===== src/rtl/cbc_stream_decryptor_4bit_if.sv =====
// cbc_stream_decryptor_4bit_if: control, ciphertext-in and plaintext-out stream bundle
interface cbc_stream_decryptor_4bit_if #(
    parameter int CNT_W = 8
) ();
    logic             key_load;
    logic [3:0]       key_in;
    logic [3:0]       iv_in;
    logic             s_valid;
    logic             s_ready;
    logic [3:0]       s_data;
    logic             s_last;
    logic             m_valid;
    logic             m_ready;
    logic [3:0]       m_data;
    logic             m_last;
    logic             busy;
    logic [CNT_W-1:0] blk_count;

    modport master (
        output key_load, key_in, iv_in, s_valid, s_data, s_last, m_ready,
        input  s_ready, m_valid, m_data, m_last, busy, blk_count
    );

    modport slave (
        input  key_load, key_in, iv_in, s_valid, s_data, s_last, m_ready,
        output s_ready, m_valid, m_data, m_last, busy, blk_count
    );
endinterface


===== src/rtl/cbc_stream_decryptor_4bit.sv =====
// cbc_stream_decryptor_4bit: streaming nibble decryptor, p = swap(c) ^ key ^ chain (CBC or ECB)
module cbc_stream_decryptor_4bit #(
    parameter bit CBC_EN = 1'b1,
    parameter int CNT_W  = 8
) (
    input logic                        clk,
    input logic                        reset,
    cbc_stream_decryptor_4bit_if.slave bus
);
    typedef enum logic [1:0] {IDLE, ACTIVE, DRAIN} state_e;

    state_e           state_q, state_d;
    logic [3:0]       key_q, key_d, chain_q, chain_d, m_data_q, m_data_d;
    logic             m_valid_q, m_valid_d, m_last_q, m_last_d;
    logic [CNT_W-1:0] cnt_q, cnt_d;
    logic             s_ready, busy, accept, m_hs, last_out;
    logic [3:0]       chain_term, plain;

    always_ff @(posedge clk) begin
        if (reset) state_q <= IDLE;
        else       state_q <= state_d;
    end

    always_comb begin
        state_d = state_q;
        case (state_q)
            IDLE:    state_d = bus.key_load ? ACTIVE : IDLE;
            ACTIVE:  state_d = (accept && bus.s_last) ? DRAIN : ACTIVE;
            DRAIN:   state_d = last_out ? IDLE : DRAIN;
            default: state_d = IDLE;
        endcase
    end

    // single-entry output register: accept whenever it is empty or draining this cycle
    always_comb begin
        s_ready = (state_q == ACTIVE) && (!m_valid_q || bus.m_ready);
        busy    = (state_q != IDLE);
    end

    assign accept     = bus.s_valid && s_ready;
    assign m_hs       = m_valid_q && bus.m_ready;
    assign last_out   = (state_q == DRAIN) && m_hs && m_last_q;
    assign chain_term = CBC_EN ? chain_q : 4'h0;
    assign plain      = {bus.s_data[2], bus.s_data[3], bus.s_data[0], bus.s_data[1]} ^ key_q ^ chain_term;

    always_comb begin
        key_d     = key_q;
        chain_d   = chain_q;
        cnt_d     = cnt_q;
        m_data_d  = m_data_q;
        m_last_d  = m_last_q;
        m_valid_d = m_hs ? 1'b0 : m_valid_q;
        if (state_q == IDLE && bus.key_load) begin
            key_d   = bus.key_in;
            chain_d = bus.iv_in;
            cnt_d   = '0;
        end
        if (accept) begin
            m_data_d  = plain;
            m_last_d  = bus.s_last;
            m_valid_d = 1'b1;
            chain_d   = bus.s_data;
            cnt_d     = cnt_q + CNT_W'(1);
        end
        if (last_out) chain_d = 4'h0;
    end

    always_ff @(posedge clk) begin
        if (reset) begin
            key_q     <= 4'h0;
            chain_q   <= 4'h0;
            cnt_q     <= '0;
            m_data_q  <= 4'h0;
            m_last_q  <= 1'b0;
            m_valid_q <= 1'b0;
        end else begin
            key_q     <= key_d;
            chain_q   <= chain_d;
            cnt_q     <= cnt_d;
            m_data_q  <= m_data_d;
            m_last_q  <= m_last_d;
            m_valid_q <= m_valid_d;
        end
    end

    assign bus.s_ready   = s_ready;
    assign bus.busy      = busy;
    assign bus.m_valid   = m_valid_q;
    assign bus.m_data    = m_data_q;
    assign bus.m_last    = m_last_q;
    assign bus.blk_count = cnt_q;
endmodule


===== src/flat_wrapper.sv =====
// flat-port wrapper written by rule: the top's interface ports become plain ports
module cbc_stream_decryptor_4bit_flat 
#(
    parameter bit CBC_EN = 1'b1,
    parameter int CNT_W  = 8
)
  (clk, reset, bus_key_load, bus_key_in, bus_iv_in, bus_s_valid, bus_s_data, bus_s_last, bus_m_ready, bus_s_ready, bus_m_valid, bus_m_data, bus_m_last, bus_busy, bus_blk_count);
  cbc_stream_decryptor_4bit_if #(.CNT_W(CNT_W)) bus_i ();
  input logic clk;
  input logic reset;
  input wire logic [$bits(bus_i.key_load)-1:0] bus_key_load;
  input wire logic [$bits(bus_i.key_in)-1:0] bus_key_in;
  input wire logic [$bits(bus_i.iv_in)-1:0] bus_iv_in;
  input wire logic [$bits(bus_i.s_valid)-1:0] bus_s_valid;
  input wire logic [$bits(bus_i.s_data)-1:0] bus_s_data;
  input wire logic [$bits(bus_i.s_last)-1:0] bus_s_last;
  input wire logic [$bits(bus_i.m_ready)-1:0] bus_m_ready;
  output wire logic [$bits(bus_i.s_ready)-1:0] bus_s_ready;
  output wire logic [$bits(bus_i.m_valid)-1:0] bus_m_valid;
  output wire logic [$bits(bus_i.m_data)-1:0] bus_m_data;
  output wire logic [$bits(bus_i.m_last)-1:0] bus_m_last;
  output wire logic [$bits(bus_i.busy)-1:0] bus_busy;
  output wire logic [$bits(bus_i.blk_count)-1:0] bus_blk_count;
  assign bus_i.key_load = bus_key_load;
  assign bus_i.key_in = bus_key_in;
  assign bus_i.iv_in = bus_iv_in;
  assign bus_i.s_valid = bus_s_valid;
  assign bus_i.s_data = bus_s_data;
  assign bus_i.s_last = bus_s_last;
  assign bus_i.m_ready = bus_m_ready;
  assign bus_s_ready = bus_i.s_ready;
  assign bus_m_valid = bus_i.m_valid;
  assign bus_m_data = bus_i.m_data;
  assign bus_m_last = bus_i.m_last;
  assign bus_busy = bus_i.busy;
  assign bus_blk_count = bus_i.blk_count;
  cbc_stream_decryptor_4bit #(.CBC_EN(CBC_EN), .CNT_W(CNT_W)) u_core (.clk(clk), .reset(reset), .bus(bus_i));
endmodule

===== config.mk =====
export PLATFORM = sky130hd
export DESIGN_NAME = cbc_stream_decryptor_4bit_flat
export DESIGN_NICKNAME = d
export VERILOG_FILES = /design/src/rtl/cbc_stream_decryptor_4bit_if.sv /design/src/rtl/cbc_stream_decryptor_4bit.sv /design/src/flat_wrapper.sv
export SDC_FILE = /design/constraint.sdc
export NUM_CORES = 1
export LEC_CHECK = 0
export CELL_PAD_IN_SITES_DETAIL_PLACEMENT = 0
export CELL_PAD_IN_SITES_GLOBAL_PLACEMENT = 1
export CORE_MARGIN = 2
export CORE_UTILIZATION = 34
export DETAILED_ROUTE_END_ITERATION = 12
export GPL_TIMING_DRIVEN = 0
export PLACE_DENSITY = 0.84
export REMOVE_ABC_BUFFERS = 1
export SYNTH_ARGS = -nofsm -noshare
export SYNTH_HDL_FRONTEND = slang
export SYNTH_SLANG_ARGS = --single-unit

===== constraint.sdc =====
create_clock -name clk -period 1.9 [get_ports clk]
set_input_delay 0.38 -clock clk [delete_from_list [all_inputs] [get_ports clk]]
set_output_delay 0.38 -clock clk [all_outputs]
set_load 0.01 [all_outputs]

==> reports/metrics.cfg, run 1 <==
[cells_and_area]
synthToLayoutAreaGrowth_pct = 40.28
diodes = 0
drive_above_1_share_pct = 15.34
nNetsFinal = 183
final_cell_area_sq_um = 1652
final_core_util_pct = 49.49

[sta]
timing_hold_violations_final = 0
rsz0062_at_grt = no
setup_viol = 0
max_freq_ghz = 0.5764
skew_ps = 6.400
slew_viol_final = 0
fin_crit_ps = 1735
period_share_pct = 91.30
tightest_slew_ps = 775.9
slew_headroom_pct = 48.11

[setup_path]
critPathCaptureType = primary output
reg2regPathDepth = 4
cp.required_ps = 1520
path_cells = clkdlybuf4s50_1
critPathTopFamily = buffers and inverters
start_kind = register
crit_path_top_delay_cell = clkdlybuf4s50_1
critPathMaxStageDelay_ps = 580
critPathMaxFanout = 7
cp.arrival_ps = 1350
path_depth = 1
critPathKind = register to primary output
path_buf_inv = 1

[yosys]
yosysSeqAreaShare_pct = 40.81
syn_area_per_cell_sq_um = 9.419
synthCells = 125
synth_edf_count = 0
synth_cell_types = 36
synth_flop_cell = dfxtp_1
netlist_area_sq_um = 1177
synthArstFlopShare_pct = 0
ys_seq_elements = 24
yosys_warnings = 0

[detailed_routing]
first_pass_iters = 4
routed_via_density = 5.182
via_count = 1083
wl_mm = 2.659
drt_iter0_drc = 38
routedWlPerCell_microns = 12.72
antenna_left = 0
drc = 0

[clock_network]
clock_sinks = 24
cts_buffers = 3
tritoncts = built
hold_buffers = 0
clkTransAtPathRegs_ps = 140
clk_latency_ps = 320
cts_max_level = 1
cts_root_buf = clkbuf_4
clock_path_buffers = 2

[die]
dieArea_sq_um = 3949
io_pins = 34
core.rowCount = 21
start_util_pct = 35.28
die_w_microns = 62.85
core_sq_um = 3337
die_h_microns = 62.85

[global_route]
antenna_found_initial = 0
grtUsageTotal_pct = 14.06
grt.overflow.total = 0
first_global_vias = 1015
grt_pass1_wl_mm = 4.471
grt_max_degree = 22

[placement]
gp_congestion = 0.7604
dpl.hpwl_mm = 1.910
io_buffer_count = 33
place_area_sq_um = 1534

[hold_path]
hold_path.class = register to register
min_path_cells = 2

[power_and_ir_drop]
p_leak_nw = 0.5768
pwr_density_cell_nw_per_um2 = 701.9
ir_worst_vdd_mv = 0.5653

[run]
cap_violations = 0

[outcome]
status = finished, final reports clean

[routing by layer]
layer	up-vias	share of wire [%]	track usage [%]
met5	-	0	0
met4	0	0.41	2.500
met3	2	4.9	4.144
met2	29	49	25.81
met1	518	46	16.20
li1	534	-	-
[flip-flops by register name, summed over array words and instances, names as in the netlist]
register,count
u_core.key_q,4
u_core.chain_q,4
u_core.bus.m_data,4
u_core.bus.m_valid,1
u_core.state_q,2
u_core.bus.blk_count,8
u_core.bus.m_last,1
[worst paths after layout]
| check | start | endpoint | slack (ps) |
|---|---|---|---|
| setup / recovery | u_core.bus.blk_count[4]$_SDFFE_PP0P_ | bus_blk_count[4] | 170 |
| hold / removal | u_core.bus.m_data[1]$_SDFFE_PP0P_ | u_core.bus.m_data[1]$_SDFFE_PP0P_ | 460 |
| setup reg to reg | u_core.state_q[0]$_SDFF_PP0_ | u_core.bus.blk_count[2]$_SDFFE_PP0P_ | 310 |
| hold reg to reg | u_core.bus.m_data[1]$_SDFFE_PP0P_ | u_core.bus.m_data[1]$_SDFFE_PP0P_ | 460 |
[report_power, final]
group	internal (W)	leakage (nW)	total, W	switching, W
registers	0.000529	0.197	0.000553	0.0000239
logic	0.000125	0.351	0.000228	0.000102
clock network	0.000213	0.0279	0.000378	0.000165
[cell type report]
class                   count  area, sq um
well taps                  46        57.56
inverters                   1        3.754
fillers                   350         1685
multi-input cells          95        673.1
repair buffers             39        375.4
clock inverters             1        30.03
flip-flops and latches     24        489.2
clock buffers               3        22.52
[cell usage after synthesis (all sizes together), types with 2 or more instances]
master,n,area share (%)
and3,2,1.1
mux2i,8,6.8
nand2b,3,2.2
nand4b,3,2.2
a21oi,14,6.0
nor4,2,1.6
nor2,10,3.2
clkbuf,2,0.64
nor3,2,1.8
o21ai,4,1.7
buf,3,2.0
nand3,4,1.7
a2111oi,4,3.5
nand3b,2,1.3
nor2b,2,1.5
xnor2,9,6.7
dfxtp,24,41
a211oi,4,3.8
nand2,13,4.1
[metrics by stage]
step	setup WS [ps]	std cells	hold slack, ps	total power, W	setup TNS (ps)
after floorplan	395.9	120	448.8	0.0006831	0
after global placement	-440.0	199	442.4	0.0007765	-6328
after detailed placement	-424.9	199	448.3	0.0007813	-6325
after CTS	17.10	203	468.2	0.001160	0
after global routing	49.60	209	486.0	0.001213	0
final	165.2	209	463.3	0.001159	0
[cells by family after synthesis]
logic type	after synthesis	share of synthesized area (%)
muxes	8	6.802
DFF	24	40.81
and+or+nand+nor	47	23.59
xor gates and xnor gates	9	6.695
adders and majority gates	1	1.063
buffers and inverters	6	2.975
AOI/OAI and AO/OA	30	18.07
[cell usage in the layout, fill, tap and decap left out, types with 3 or more instances in the layout]
| cell type | synthesis | layout |
|---|---|---|
| nor2_1 | 10 | 10 |
| nand3_1 | 4 | 4 |
| mux2i_1 | 8 | 8 |
| clkdlybuf4s50_1 | 0 | 30 |
| a21oi_1 | 14 | 14 |
| o21ai_1 | 4 | 4 |
| a211oi_2 | 3 | 3 |
| buf_4 | 1 | 6 |
| nand4b_1 | 3 | 3 |
| clkbuf_4 | 0 | 3 |
| nand2_1 | 13 | 13 |
| dfxtp_1 | 24 | 21 |
| a2111oi_0 | 3 | 3 |
| xnor2_1 | 9 | 9 |
[repair_timing]
| item | 4_1_cts | 5_1_grt |
|---|---|---|
| pin swaps | 0 | 1 |
| buffers inserted | 0 | 6 |
| setup endpoints to repair | 8 | 7 |
| resized for setup | 8 | 2 |
Note: power is estimated with default switching activity, not from simulation.
==> run 2: changes to the inputs <==
CORE_ASPECT_RATIO = 0.8   (was default)
CORE_MARGIN = default   (was 2)
==> run 2 against run 1 <==
- maximum frequency fell by 4.1%
- via count fell by 1.6%
- sequential share of layout area barely moved
- critical path type unchanged
- critical endpoint is now bus_busy
- largest power group unchanged
==> reports/metrics.cfg, run 2 (synthesized netlist as in run 1, its figures left out) <==
[hold_path]
min_path_cells = 2
hold_end = u_core.bus.m_data[0]$_SDFFE_PP0P_
hold_path.class = register to register
worstHoldStart = u_core.bus.m_data[0]$_SDFFE_PP0P_

[outcome]
status = finished, final reports clean

[power_and_ir_drop]
ir_worst_vdd_mv = 0.3821
pwr_density_cell_nw_per_um2 = 666.5
power_w = 0.001085
p_leak_nw = 0.5671

[global_route]
grt.overflow.total = 0
first_global_vias = 958
grt_pass1_wl_mm = 4.278
grt_max_degree = 22
grtUsageTotal_pct = 16.04
antenna_found_initial = 0

[sta]
tightest_slew_ps = 857.4
slew_headroom_pct = 42.66
max_freq_ghz = 0.5528
fin_crit_ps = 1809
slew_viol_final = 0
setup_viol = 0
timing_hold_violations_final = 0
skew_ps = 3.543
rsz0062_at_grt = no
tns_ps = 0
period_share_pct = 95.21

[setup_path]
rr_endpoint = u_core.bus.blk_count[6]$_SDFFE_PP0P_
cp.arrival_ps = 1430
cp.required_ps = 1520
critPathKind = register to primary output
critPathMaxFanout = 7
reg2reg_from = u_core.bus.blk_count[0]$_SDFFE_PP0P_
critPathCaptureType = primary output
worst-r2r-setup-slack_ps = 340
reg2regPathDepth = 5
start_kind = register

[die]
die_h_microns = 54.64
die_w_microns = 67.79
dieArea_sq_um = 3704
core_sq_um = 3198
start_util_pct = 36.82
io_pins = 34
core.rowCount = 18

[placement]
gp_congestion = 0.7724
io_buffer_count = 33
dpl.hpwl_mm = 1.903
dp_cells = 193

[clock_network]
cts_root_buf = clkbuf_8
clock_path_buffers = 2
cts_max_level = 1
clk_latency_ps = 260
clock_sinks = 24
clkTransAtPathRegs_ps = 80
cts_buffers = 3
tritoncts = built

[cells_and_area]
diodes = 0
final_common_cell = clkdlybuf4s50_1
fillCellCount = 305
synthToLayoutAreaGrowth_pct = 38.26
largest_register_ffs = 8
final_cell_mix = clkdlybuf4s50_1 (31), dfxtp_1 (22), a21oi_1 (14)
final_core_util_pct = 50.90
nNetsFinal = 183
layout.cells.non_filler = 202
drive_above_1_share_pct = 14.20

[run]
cap_violations = 0

[detailed_routing]
first_pass_iters = 4
via_count = 1066
antenna_left = 0
wl_mm = 2.725
routedWlPerCell_microns = 13.49
drc = 0
drt_iter0_drc = 32
routed_via_density = 5.277

[run 2: changes by cell type in the layout (fill, tap and decap cells not counted), sizes merged]
cell / change
bufinv: -1
clkdlybuf4s50: +1
dlygate4sd2: -1
[run 2: timing repair]
| item | CTS | global route |
|---|---|---|
| pin swaps | 0 | 1 |
| resized for setup | 5 | 1 |
| gates cloned | 0 | 0 |
| setup endpoints to repair | 12 | 12 |
| setup buffers | 0 | 6 |
| hold buffers | 0 | 0 |
[run 2: layout make-up]
class,instances,area [sq um],share of cell area (%)
clock buffers,3,41.29,2.537
well taps,40,50.05,3.075
repair buffers,39,376.6,23.14
multi-input cells,95,673.1,41.35
flip-flops and latches,24,483.0,29.67
inverters,1,3.754,0.2306
[run 2: report_power, final]
group          internal [W]  leakage (nW)  total [W]  switching [W]
clock              0.000142        0.0216   0.000299       0.000158
sequential         0.000530         0.196   0.000553      0.0000239
combinational      0.000128         0.349   0.000232       0.000104
total              0.000800         0.567    0.00108       0.000285
[run 2: worst max path at each step]
stage / startpoint / to / slack, ps / cells after the start
6_report: u_core.state_q[0]$_SDFF_PP0_ / bus_busy / 90 / 2
5_1_grt: u_core.state_q[0]$_SDFF_PP0_ / bus_busy / 50 / 2
4_1_cts: bus_s_valid / u_core.state_q[1]$_SDFF_PP0_ / -30 / 5
3_5_place_dp: bus_key_load / u_core.bus.blk_count[4]$_SDFFE_PP0P_ / -430 / 5
3_3_place_gp: bus_key_load / u_core.bus.blk_count[2]$_SDFFE_PP0P_ / -410 / 5
2_1_floorplan: u_core.state_q[0]$_SDFF_PP0_ / u_core.bus.blk_count[4]$_SDFFE_PP0P_ / 400 / 4
[run 2: routing by layer]
metal | track usage [%] | part of all wire [%] | vias up | wire [microns]
li1 | - | - | 531 | -
met1 | 18.51 | 47 | 502 | 1271
met2 | 30.03 | 47 | 30 | 1286
met3 | 4.792 | 5.7 | 3 | 156
met4 | 2.083 | 0.37 | 0 | 10
met5 | 0 | 0 | - | 0
[run 2: metrics by stage]
step | setup WS, ps | hold WS [ps] | cell area (sq um)
2_1_floorplan | 395.9 | 448.8 | 1146
3_3_place_gp | -414.2 | 444.5 | 1526
3_5_place_dp | -431.3 | 449.7 | 1526
4_1_cts | -33.54 | 464.5 | 1580
5_1_grt | 54.10 | 490.3 | 1628
6_report | 91.06 | 458.9 | 1628
[run 2: worst max-delay path, stage by stage (launching register included)]
cell             delay [ps]
dfxtp_2                 380
or2_2                   300
clkdlybuf4s50_1         480
==> run 3: changes to the inputs <==
SLEW_MARGIN = 0   (was default)
==> results of run 3 <==
Same layout as run 2: the final DEF is identical, and so are final timing and power.
==> patch: new RTL, config.mk and constraints of run 3 <==
`CBC_EN` is set to 1'b1 in 2 places; all go to 1'b0.
--- a/src/rtl/cbc_stream_decryptor_4bit.sv
+++ b/src/rtl/cbc_stream_decryptor_4bit.sv
@@ -1,6 +1,6 @@
 // cbc_stream_decryptor_4bit: streaming nibble decryptor, p = swap(c) ^ key ^ chain (CBC or ECB)
 module cbc_stream_decryptor_4bit #(
-    parameter bit CBC_EN = 1'b1,
+    parameter bit CBC_EN = 1'b0,
     parameter int CNT_W  = 8
 ) (
     input logic                        clk,
--- a/src/flat_wrapper.sv
+++ b/src/flat_wrapper.sv
@@ -1,7 +1,7 @@
 // flat-port wrapper written by rule: the top's interface ports become plain ports
 module cbc_stream_decryptor_4bit_flat 
 #(
-    parameter bit CBC_EN = 1'b1,
+    parameter bit CBC_EN = 1'b0,
     parameter int CNT_W  = 8
 )
   (clk, reset, bus_key_load, bus_key_in, bus_iv_in, bus_s_valid, bus_s_data, bus_s_last, bus_m_ready, bus_s_ready, bus_m_valid, bus_m_data, bus_m_last, bus_busy, bus_blk_count);
Behaviour: not the same (a bounded check fails within 4 cycles, from zero or initial values and one cycle with reset high).
==> patch against run 3 <==
  * Combinational power down 31%
  * Critical path depth up 1
  * Wire length down 28%
  * Core utilization up 0.84 points
  * Sequential cell count down 4
  * Via count down 18%
  * Final area down 20%
  * Count of clock-buffer cells in the layout up 1
  * Power down 21%
  * Setup slack better by 0.026 ns
  * Area after synthesis down 21%
  * Fmax up 1.5%
  * Synthesized cell count down 15%
==> patch: results <==
[outcome]
status = "completed"

[global_routing]
use_met2 = 0.212
antenna_found_initial = 0
grt_max_degree = 23
grt_use_total = 0.147
met1_usage = 0.206
grt_pass1_wl_mm = 3.29
grt_pass1_vias = 769
gr-usage-met3 = 0.0584

[yosys]
ys_seq_area_frac = 0.430
ys.warnings.count = 0
synth.distinct_cells = 31
syn_area_per_cell_um2 = 8.79
synthArstFlopShare = 0
synth_area_leaders = "dfxtp_1, a21oi_1, nand2_1"
synth_common_cells = "dfxtp_1, a21oi_1, nand2_1"

[finish]
fin_cells = 173
fill_cells = 262
final_layout_size_suffix_gt1_frac = 0.0949
diodes = 0
fin_nets = 157
largest_register_ffs = 8

[placed_design]
dpl-instance-area_mm2 = 0.00125
gp_congestion = 0.682
pre_cts_slack_ns = -0.308
dp_hpwl_mm = 1.43
numPlacedInstances = 168
port_buffers = 29

[timing]
finClkSkew_ns = 0.00736
maxSlewHeadroom = 0.469
timing.hold.ws_ns = 0.473
setup_viol = 0

[worst_setup_path]
critPathMaxFanout = 6
critical_path.top_delay_family = "buffers and inverters"
worst_r2r_startpoint = "u_core.bus.m_valid$_SDFFE_PP0P_"
cpPeakStageDelay_ns = 0.52
r2r_cells = 5
cp_slowest_cell = "clkdlybuf4s50_1"
arrival_ns = 1.40
reg2reg_to = "u_core.bus.blk_count[5]$_SDFFE_PP0P_"
reg2reg_slack_ns = 0.34

[clock_tree]
cts_buffers = 3
clk_latency_ns = 0.30
root_buffer = "clkbuf_4"
cts_buffer_depth = 2
htree_levels = 1
hold_buffers = 0
clk_pin_slew_worst_paths_ns = 0.11

[worst_hold_path]
hold_depth = 2
hold_start = "u_core.key_q[3]$_SDFFE_PP0P_"
hp-class = "flop to flop"
worstHoldEndpoint = "u_core.key_q[3]$_SDFFE_PP0P_"

[route]
avgRoutedWirePerCell_um = 11.3
drt_iter0_markers = 22
dr_total_vias = 873
dr.pass1.iters = 4

[power]
leakage_nw = 0.439
peakVddDrop_v = 0.000420
## patch: cell count changes in the layout (fill, tap and decap cells not counted), moves of 4 or more
cell             delta
buf_4               -5
clkdlybuf4s50_1     -4
mux2i_1             -7
o21ai_0             +5
o21ai_1             -4
xnor2_1             -5
## patch: repair_timing
item / 4_1_cts / 5_1_grt
hold endpoints to repair: 0 / 0
pin swaps: 0 / 1
buffers inserted: 1 / 0
gates resized for setup: 4 / 1
setup endpoints to repair: 1 / 5
## patch: routing by layer
layer	vias to the layer above	share of wire	wire, µm
li1	448	-	-
met2	19	0.44	850
met3	2	0.047	91
met4	0	0.0067	13
met1	404	0.51	997
met5	-	0	0
## patch: cell type report
cell class / instances / area [µm²] / area share
clock buffer: 4 / 36.3 / 0.0278
sequential: 20 / 402 / 0.308
tap: 36 / 45.0 / 0.0345
timing repair buffer: 30 / 295 / 0.226
multi-input combinational: 81 / 519 / 0.398
inverter: 2 / 7.51 / 0.00575
## patch: where the power goes
| part | switching (mW) | internal (mW) | total [mW] |
|---|---|---|---|
| Combinational | 0.0774 | 0.0831 | 0.161 |
| Sequential | 0.0154 | 0.439 | 0.454 |
| Clock | 0.128 | 0.117 | 0.245 |
## patch: cell families after synthesis
family / synth area share
AND/OR/NAND/NOR: 0.306
AO/OA/AOI/OAI: 0.179
flip-flops: 0.430
multiplexers: 0.0107
XOR/XNOR: 0.0376
adder cells (fa/ha/maj): 0.0134
buffers and inverters: 0.0242
## patch: how the worst max path moves through the flow
stage	depth (start not counted)	startpoint	to	slack [ns]
global route	3	u_core.state_q[1]$_SDFF_PP0_	bus_busy	0.001
floorplan	5	u_core.bus.blk_count[0]$_SDFFE_PP0P_	u_core.bus.blk_count[6]$_SDFFE_PP0P_	0.49
finish	3	u_core.state_q[1]$_SDFF_PP0_	bus_busy	0.12
detailed placement	5	bus_key_load	u_core.bus.blk_count[4]$_SDFFE_PP0P_	-0.31
CTS	5	bus_key_load	u_core.bus.blk_count[4]$_SDFFE_PP0P_	0.01
global placement	5	bus_key_load	u_core.bus.blk_count[3]$_SDFFE_PP0P_	-0.30
## patch: worst min-delay path, stage by stage, from the launching register on
cell and delay (ns):
dfxtp_1 0.33, nand2_1 0.05, a21oi_1 0.05
